`src/rtl/pc_fetch_unit_if.sv`:
```
// Fetch-unit bus: instruction memory port, decode handshake, execute redirect and trap report.
// master = fetch unit side, slave = surrounding pipeline/memory side.
interface pc_fetch_unit_if #(
    parameter int unsigned ADDR_WIDTH  = 32,
    parameter int unsigned INSTR_WIDTH = 32
) ();
    logic [ADDR_WIDTH-1:0]  imem_addr;
    logic [INSTR_WIDTH-1:0] imem_rdata;
    logic                   out_valid;
    logic                   out_ready;
    logic [ADDR_WIDTH-1:0]  out_pc;
    logic [INSTR_WIDTH-1:0] out_instr;
    logic                   redirect_valid;
    logic [1:0]             redirect_op;
    logic [ADDR_WIDTH-1:0]  redirect_base;
    logic [ADDR_WIDTH-1:0]  redirect_offset;
    logic                   misalign_trap;
    logic [ADDR_WIDTH-1:0]  trap_addr;

    modport master (
        output imem_addr, out_valid, out_pc, out_instr, misalign_trap, trap_addr,
        input  imem_rdata, out_ready, redirect_valid, redirect_op, redirect_base, redirect_offset
    );

    modport slave (
        input  imem_addr, out_valid, out_pc, out_instr, misalign_trap, trap_addr,
        output imem_rdata, out_ready, redirect_valid, redirect_op, redirect_base, redirect_offset
    );
endinterface

```
`src/rtl/pc_fetch_unit.sv`:
```
// PC generator and fetch stage with a small prefetch queue drained by decode.
// Optional macro FETCH_MISALIGN_TRAP_EN: halt fetch on misaligned redirect targets.
module pc_fetch_unit #(
    parameter int unsigned           ADDR_WIDTH  = 32,
    parameter int unsigned           INSTR_WIDTH = 32,
    parameter logic [ADDR_WIDTH-1:0] RESET_PC    = '0,
    parameter int unsigned           QUEUE_DEPTH = 2,
    parameter int unsigned           PC_STEP     = 4
) (
    input  logic          clk,
    input  logic          reset,
    pc_fetch_unit_if.master bus
);
    localparam int unsigned PTR_W = (QUEUE_DEPTH > 1) ? $clog2(QUEUE_DEPTH) : 1;
    localparam int unsigned CNT_W = $clog2(QUEUE_DEPTH + 1);
    localparam logic [PTR_W-1:0]      LAST_PTR = PTR_W'(QUEUE_DEPTH - 1);
    localparam logic [CNT_W-1:0]      FULL_CNT = CNT_W'(QUEUE_DEPTH);
    localparam logic [ADDR_WIDTH-1:0] STEP     = ADDR_WIDTH'(PC_STEP);

    typedef enum logic [0:0] {ST_RUN = 1'b0, ST_TRAP = 1'b1} state_t;

    state_t                  state_r, state_s;
    logic [ADDR_WIDTH-1:0]   fetch_pc_r, fetch_pc_s;
    logic [ADDR_WIDTH-1:0]   target_s;
    logic                    misaligned_s;
    logic                    misalign_trap_r, misalign_trap_s;
    logic [ADDR_WIDTH-1:0]   trap_addr_r, trap_addr_s;
    logic [ADDR_WIDTH-1:0]   q_pc_r    [QUEUE_DEPTH];
    logic [INSTR_WIDTH-1:0]  q_instr_r [QUEUE_DEPTH];
    logic [PTR_W-1:0]        rd_ptr_r, wr_ptr_r;
    logic [CNT_W-1:0]        count_r;
    logic                    valid_s, full_s, enq_s, deq_s, flush_s;

    // Pointers wrap explicitly so non-power-of-two depths work.
    function automatic logic [PTR_W-1:0] ptr_inc(input logic [PTR_W-1:0] p);
        if (p == LAST_PTR) begin
            return '0;
        end else begin
            return p + PTR_W'(1);
        end
    endfunction

    assign valid_s = (count_r != '0);
    assign full_s  = (count_r == FULL_CNT);

    // Redirect target computation and alignment handling.
    always_comb begin
        target_s = RESET_PC;
        case (bus.redirect_op)
            2'b00:   target_s = RESET_PC;
            2'b01:   target_s = bus.redirect_base + bus.redirect_offset;
            2'b10:   target_s = bus.redirect_offset;
            2'b11:   target_s = bus.redirect_offset & ~ADDR_WIDTH'(1'b1);
            default: target_s = RESET_PC;
        endcase
`ifdef FETCH_MISALIGN_TRAP_EN
        misaligned_s = (target_s[1:0] != 2'b00);
`else
        target_s     = {target_s[ADDR_WIDTH-1:2], 2'b00};
        misaligned_s = 1'b0;
`endif
    end

    // Next-state, queue control and fetch PC; redirect overrides everything.
    always_comb begin
        state_s         = state_r;
        fetch_pc_s      = fetch_pc_r;
        misalign_trap_s = misalign_trap_r;
        trap_addr_s     = trap_addr_r;
        enq_s           = 1'b0;
        deq_s           = 1'b0;
        flush_s         = 1'b0;
        if (bus.redirect_valid) begin
            flush_s    = 1'b1;
            fetch_pc_s = target_s;
            if (misaligned_s) begin
                state_s         = ST_TRAP;
                misalign_trap_s = 1'b1;
                trap_addr_s     = target_s;
            end else begin
                state_s         = ST_RUN;
                misalign_trap_s = 1'b0;
                trap_addr_s     = '0;
            end
        end else begin
            deq_s = valid_s && bus.out_ready;
            case (state_r)
                ST_RUN: begin
                    if (!full_s || deq_s) begin
                        enq_s      = 1'b1;
                        fetch_pc_s = fetch_pc_r + STEP;
                    end else begin
                        enq_s      = 1'b0;
                    end
                end
                ST_TRAP: enq_s   = 1'b0;
                default: state_s = ST_RUN;
            endcase
        end
    end

    // FSM state register.
    always_ff @(posedge clk or posedge reset) begin
        if (reset) begin
            state_r <= ST_RUN;
        end else begin
            state_r <= state_s;
        end
    end

    // Fetch PC, trap report and prefetch queue storage.
    always_ff @(posedge clk or posedge reset) begin
        if (reset) begin
            fetch_pc_r      <= RESET_PC;
            misalign_trap_r <= 1'b0;
            trap_addr_r     <= '0;
            rd_ptr_r        <= '0;
            wr_ptr_r        <= '0;
            count_r         <= '0;
            for (int i = 0; i < QUEUE_DEPTH; i++) begin
                q_pc_r[i]    <= '0;
                q_instr_r[i] <= '0;
            end
        end else begin
            fetch_pc_r      <= fetch_pc_s;
            misalign_trap_r <= misalign_trap_s;
            trap_addr_r     <= trap_addr_s;
            if (flush_s) begin
                rd_ptr_r <= '0;
                wr_ptr_r <= '0;
                count_r  <= '0;
            end else begin
                if (enq_s) begin
                    q_pc_r[wr_ptr_r]    <= fetch_pc_r;
                    q_instr_r[wr_ptr_r] <= bus.imem_rdata;
                    wr_ptr_r            <= ptr_inc(wr_ptr_r);
                end
                if (deq_s) begin
                    rd_ptr_r <= ptr_inc(rd_ptr_r);
                end
                case ({enq_s, deq_s})
                    2'b10:   count_r <= count_r + CNT_W'(1);
                    2'b01:   count_r <= count_r - CNT_W'(1);
                    default: count_r <= count_r;
                endcase
            end
        end
    end

    assign bus.imem_addr     = fetch_pc_r;
    assign bus.out_valid     = valid_s;
    assign bus.out_pc        = q_pc_r[rd_ptr_r];
    assign bus.out_instr     = q_instr_r[rd_ptr_r];
    assign bus.misalign_trap = misalign_trap_r;
    assign bus.trap_addr     = trap_addr_r;
endmodule

```
`src/flat_wrapper.sv`:
```
// flat-port wrapper written by rule: the top's interface ports become plain ports
module pc_fetch_unit_flat 
#(
    parameter int unsigned           ADDR_WIDTH  = 32,
    parameter int unsigned           INSTR_WIDTH = 32,
    parameter logic [ADDR_WIDTH-1:0] RESET_PC    = '0,
    parameter int unsigned           QUEUE_DEPTH = 2,
    parameter int unsigned           PC_STEP     = 4
)
  (clk, reset, bus_imem_addr, bus_out_valid, bus_out_pc, bus_out_instr, bus_misalign_trap, bus_trap_addr, bus_imem_rdata, bus_out_ready, bus_redirect_valid, bus_redirect_op, bus_redirect_base, bus_redirect_offset);
  pc_fetch_unit_if #(.ADDR_WIDTH(ADDR_WIDTH), .INSTR_WIDTH(INSTR_WIDTH)) bus_i ();
  input  logic clk;
  input  logic reset;
  output wire logic [$bits(bus_i.imem_addr)-1:0] bus_imem_addr;
  output wire logic [$bits(bus_i.out_valid)-1:0] bus_out_valid;
  output wire logic [$bits(bus_i.out_pc)-1:0] bus_out_pc;
  output wire logic [$bits(bus_i.out_instr)-1:0] bus_out_instr;
  output wire logic [$bits(bus_i.misalign_trap)-1:0] bus_misalign_trap;
  output wire logic [$bits(bus_i.trap_addr)-1:0] bus_trap_addr;
  input wire logic [$bits(bus_i.imem_rdata)-1:0] bus_imem_rdata;
  input wire logic [$bits(bus_i.out_ready)-1:0] bus_out_ready;
  input wire logic [$bits(bus_i.redirect_valid)-1:0] bus_redirect_valid;
  input wire logic [$bits(bus_i.redirect_op)-1:0] bus_redirect_op;
  input wire logic [$bits(bus_i.redirect_base)-1:0] bus_redirect_base;
  input wire logic [$bits(bus_i.redirect_offset)-1:0] bus_redirect_offset;
  assign bus_imem_addr = bus_i.imem_addr;
  assign bus_out_valid = bus_i.out_valid;
  assign bus_out_pc = bus_i.out_pc;
  assign bus_out_instr = bus_i.out_instr;
  assign bus_misalign_trap = bus_i.misalign_trap;
  assign bus_trap_addr = bus_i.trap_addr;
  assign bus_i.imem_rdata = bus_imem_rdata;
  assign bus_i.out_ready = bus_out_ready;
  assign bus_i.redirect_valid = bus_redirect_valid;
  assign bus_i.redirect_op = bus_redirect_op;
  assign bus_i.redirect_base = bus_redirect_base;
  assign bus_i.redirect_offset = bus_redirect_offset;
  pc_fetch_unit #(.ADDR_WIDTH(ADDR_WIDTH), .INSTR_WIDTH(INSTR_WIDTH), .RESET_PC(RESET_PC), .QUEUE_DEPTH(QUEUE_DEPTH), .PC_STEP(PC_STEP)) u_core (.clk(clk), .reset(reset), .bus(bus_i));
endmodule
```
`config.mk`:
```
export PLATFORM = sky130hd
export DESIGN_NAME = pc_fetch_unit_flat
export DESIGN_NICKNAME = d
export VERILOG_FILES = /design/src/rtl/pc_fetch_unit_if.sv /design/src/rtl/pc_fetch_unit.sv /design/src/flat_wrapper.sv
export SDC_FILE = /design/constraint.sdc
export NUM_CORES = 1
export LEC_CHECK = 0
export CAP_MARGIN = 20
export CORE_AREA = 2 2 122 124
export CTS_CLUSTER_DIAMETER = 50
export DETAILED_ROUTE_END_ITERATION = 8
export DIE_AREA = 0 0 124 126
export DONT_BUFFER_PORTS = 1
export PLACE_DENSITY = 0.79
export REMOVE_ABC_BUFFERS = 1
export SYNTH_ARGS = -nofsm -noshare
export SYNTH_HDL_FRONTEND = slang
export SYNTH_SLANG_ARGS = --single-unit
```
`constraint.sdc`:
```
create_clock -name clk -period 6.8 [get_ports clk]
set_input_delay 1.7 -clock clk [delete_from_list [all_inputs] [get_ports clk]]
set_output_delay 1.7 -clock clk [all_outputs]
set_load 0.01 [all_outputs]
```
==> run metrics <==
number of setup buffers added after CTS=0; fin util=0.671; Post-CTS Resized=0; Post-synth ARST share=1.00; setup violators final=0; Synth Register Bits=158; Worst Max-Slew Pin Slew=887 ps; layout cells sized above 1=0.294; status=complete, no violations; Post-Synth Simple-Gate Area=0.0854; fill count=1048; Routed met1 length=8.25 mm; Fin. Hold Viols=0; wire per inst=19.9 µm; Synth Area in Adders=0.0457; drt via density=6.20; wirelength, routed=19.7 mm; mux contribution to synthesized area=0.237; Max-Cap Viols=0; PD cells=408 nW/µm²; final instance area=9610 µm²; row cnt=44; Most used DFF post-synth=dfrtp_1; n_diodes=0; largest net degree at the start of global routing=100; min Tclk post-route=3880 ps; crit path kind=primary input to register; Layout area overhead=6.40%; Multi-input gate area=4750 µm²; Leak=0.00413 µW; Arr. time, crit path=4220 ps; Slew HR=0.409; Critical Path Source Type=primary input; Critical Path RT=7150 ps; Num CTS Buffers=17; EDFF count, synth=0; Synthesis Warnings=0; met2 WL=9.29 mm; Syn Inst Count=805; Compound-Gate Fraction of Synth Area=0.0956; Peak Freq=0.258 GHz; port bufs=0; crit share post-route=0.570; Synth cell types=55; full die area=15600 µm²; Clock Pin Slew Worst Setup and Hold Paths=60 ps; later-pin clock latency in the skew report=420 ps; Initial DRC Count=338; WL met3=1.65 mm; via count=6135; CTS Root Cell=clkbuf_16; largest family of logic cells by synthesized area=multiplexers; core area=14300 µm²; Hold Crit Class=register to register; global-route wire length before repair=30.6 mm; CTS max path bufs=2; Sink Count=158; Hold Buf Count CTS=0; register area share after synthesis=0.438; register area=3960 µm²; initial antenna violation count=0; fin. max-slew vios=0; Die X=124 µm; Peak supply drop=0.193 mV; syn avg cell area=11.2 µm²; highest routed layer=met4; H-tree depth=4; initial core utilization=0.631; CP max FO=5; placed cell areas=9040 µm²; io pins=232; hpwl dp=14.1 mm; r2r setup slk=3880 ps; Post-Synth XOR/XNOR Area=0.0466; skew final=15.5 ps; overall routing resource usage=0.252; Routability Congestion=0.855; Nets=928; chip height=126 µm; Congestion Overflow GR=0; Mapped Area=9030 µm²; DRT antenna net count=0; RSZ-0062 raised after global routing=no; DR DRC count=0; vias in the first global route=6120; clock tree from TritonCTS=yes; Pre-antenna DRT Iters=4; Worst setup EP type=register
==> cells by family (layout without fill, tap and decap cells) <==
group,Yosys count,in the layout
multiplexers,190,190
flip-flops,158,158
AND/OR/NAND/NOR,158,158
AO/OA/AOI/OAI,129,129
buffers and inverters,88,53
XOR/XNOR,48,48
adder cells (fa/ha/maj),33,33
other,1,37
==> cells in the final DEF, fill, tap and decap left out, types with 6 or more instances in the layout <==
cell type and count:
a22oi_1 10, nand2_1 50, a31oi_1 10, nor2b_1 6
xor2_1 21, a21oi_1 41, inv_1 15, ha_1 33
nor2_1 35, a21o_1 16, conb_1 37, clkbuf_16 17
nand4_1 11, o21ai_0 16, and3_1 6, mux2_2 187
nand3b_1 6, xnor2_1 27, dfrtp_1 157, nand3_1 16
==> critical path: stages <==
cell and delay (ps):
ha_1 280, a31o_4 240, a21oi_4 190, o21ai_2 140, a2111o_1 430, a32o_1 300, o21a_1 200, or4b_1 500
o211a_1 140, o21ai_2 100
==> metal layers <==
layer	up-vias	GRT usage
met2	237	0.404
met1	3049	0.319
li1	2806	-
met3	43	0.0784
met4	0	0.0972
met5	-	0
==> worst paths after layout <==
| check | from | end | depth (start not counted) |
|---|---|---|---|
| worst min register to register | u_core.q_instr_r[25]$_DFFE_PP0P_ | u_core.q_instr_r[25]$_DFFE_PP0P_ | 1 |
| worst max register to register | u_core.bus.imem_addr[11]$_DFFE_PP0N_ | u_core.bus.imem_addr[31]$_DFFE_PP0N_ | 8 |
| worst max-delay path | bus_redirect_offset[1] | u_core.bus.imem_addr[29]$_DFFE_PP0N_ | 10 |
| worst min-delay path | u_core.q_instr_r[25]$_DFFE_PP0P_ | u_core.q_instr_r[25]$_DFFE_PP0P_ | 1 |
| min in group asynchronous | reset | u_core.q_instr_r[34]$_DFFE_PP0P_ | 1 |
| max in group asynchronous | reset | u_core.q_instr_r[26]$_DFFE_PP0P_ | 2 |
==> layout make-up <==
type                       instances  area share
sequential                       158       0.412
timing repair buffer               5     0.00391
tap                              184      0.0240
clock buffer                      18      0.0457
clock inverter                    14      0.0138
multi-input combinational        595       0.494
inverter                          16     0.00677
==> flip-flops by register name, summed over array words and instances, names as in the netlist <==
register              cells
u_core.q_pc_r            60
u_core.q_instr_r         64
u_core.bus.imem_addr     30
u_core.wr_ptr_r           1
u_core.rd_ptr_r           1
u_core.count_r            2
==> synth_stat cells, drive strengths merged, types with 2 or more instances <==
library cell,count,share of area
a21oi,42,0.025
a31o,3,0.0039
a311oi,2,0.0019
a31oi,10,0.0069
nor3,6,0.0033
mux2,187,0.23
ha,33,0.046
dfrtp,158,0.44
nor4,4,0.0028
nand3b,6,0.0050
and3,7,0.0048
o21ai,19,0.011
or2,2,0.0014
mux2i,3,0.0033
inv,16,0.0067
o21bai,3,0.0025
nand3,16,0.0089
and2,4,0.0028
o31ai,2,0.0017
a211oi,2,0.0017
buf,44,0.034
o221ai,4,0.0039
nand2b,4,0.0028
o21a,4,0.0033
nor2,35,0.015
nor2b,6,0.0042
nand4,11,0.0076
a22oi,10,0.0083
xnor2,27,0.026
xor2,21,0.020
clkbuf,28,0.012
nand2,50,0.021
and4,3,0.0029
a21o,17,0.014
a221oi,2,0.0019
==> through the flow <==
| stage | power [µW] | setup slack [ps] | hold WS, ps | std cells | setup TNS, ps |
|---|---|---|---|---|---|
| after floorplan | 2730 | -89.8 | 475 | 769 | -5570 |
| after CTS | 3940 | 2940 | 506 | 990 | 0 |
| after global routing | 4140 | 2820 | 515 | 990 | 0 |
| after global placement | 2940 | 2490 | 482 | 958 | 0 |
| final | 3920 | 2920 | 501 | 990 | 0 |
| after detailed placement | 3030 | 2510 | 491 | 958 | 0 |
==> power breakdown <==
part           switching [µW]  internal, µW
clock                     388           519
sequential                294          1350
combinational             658           710
No activity file was read; power rests on OpenSTA's default activity.
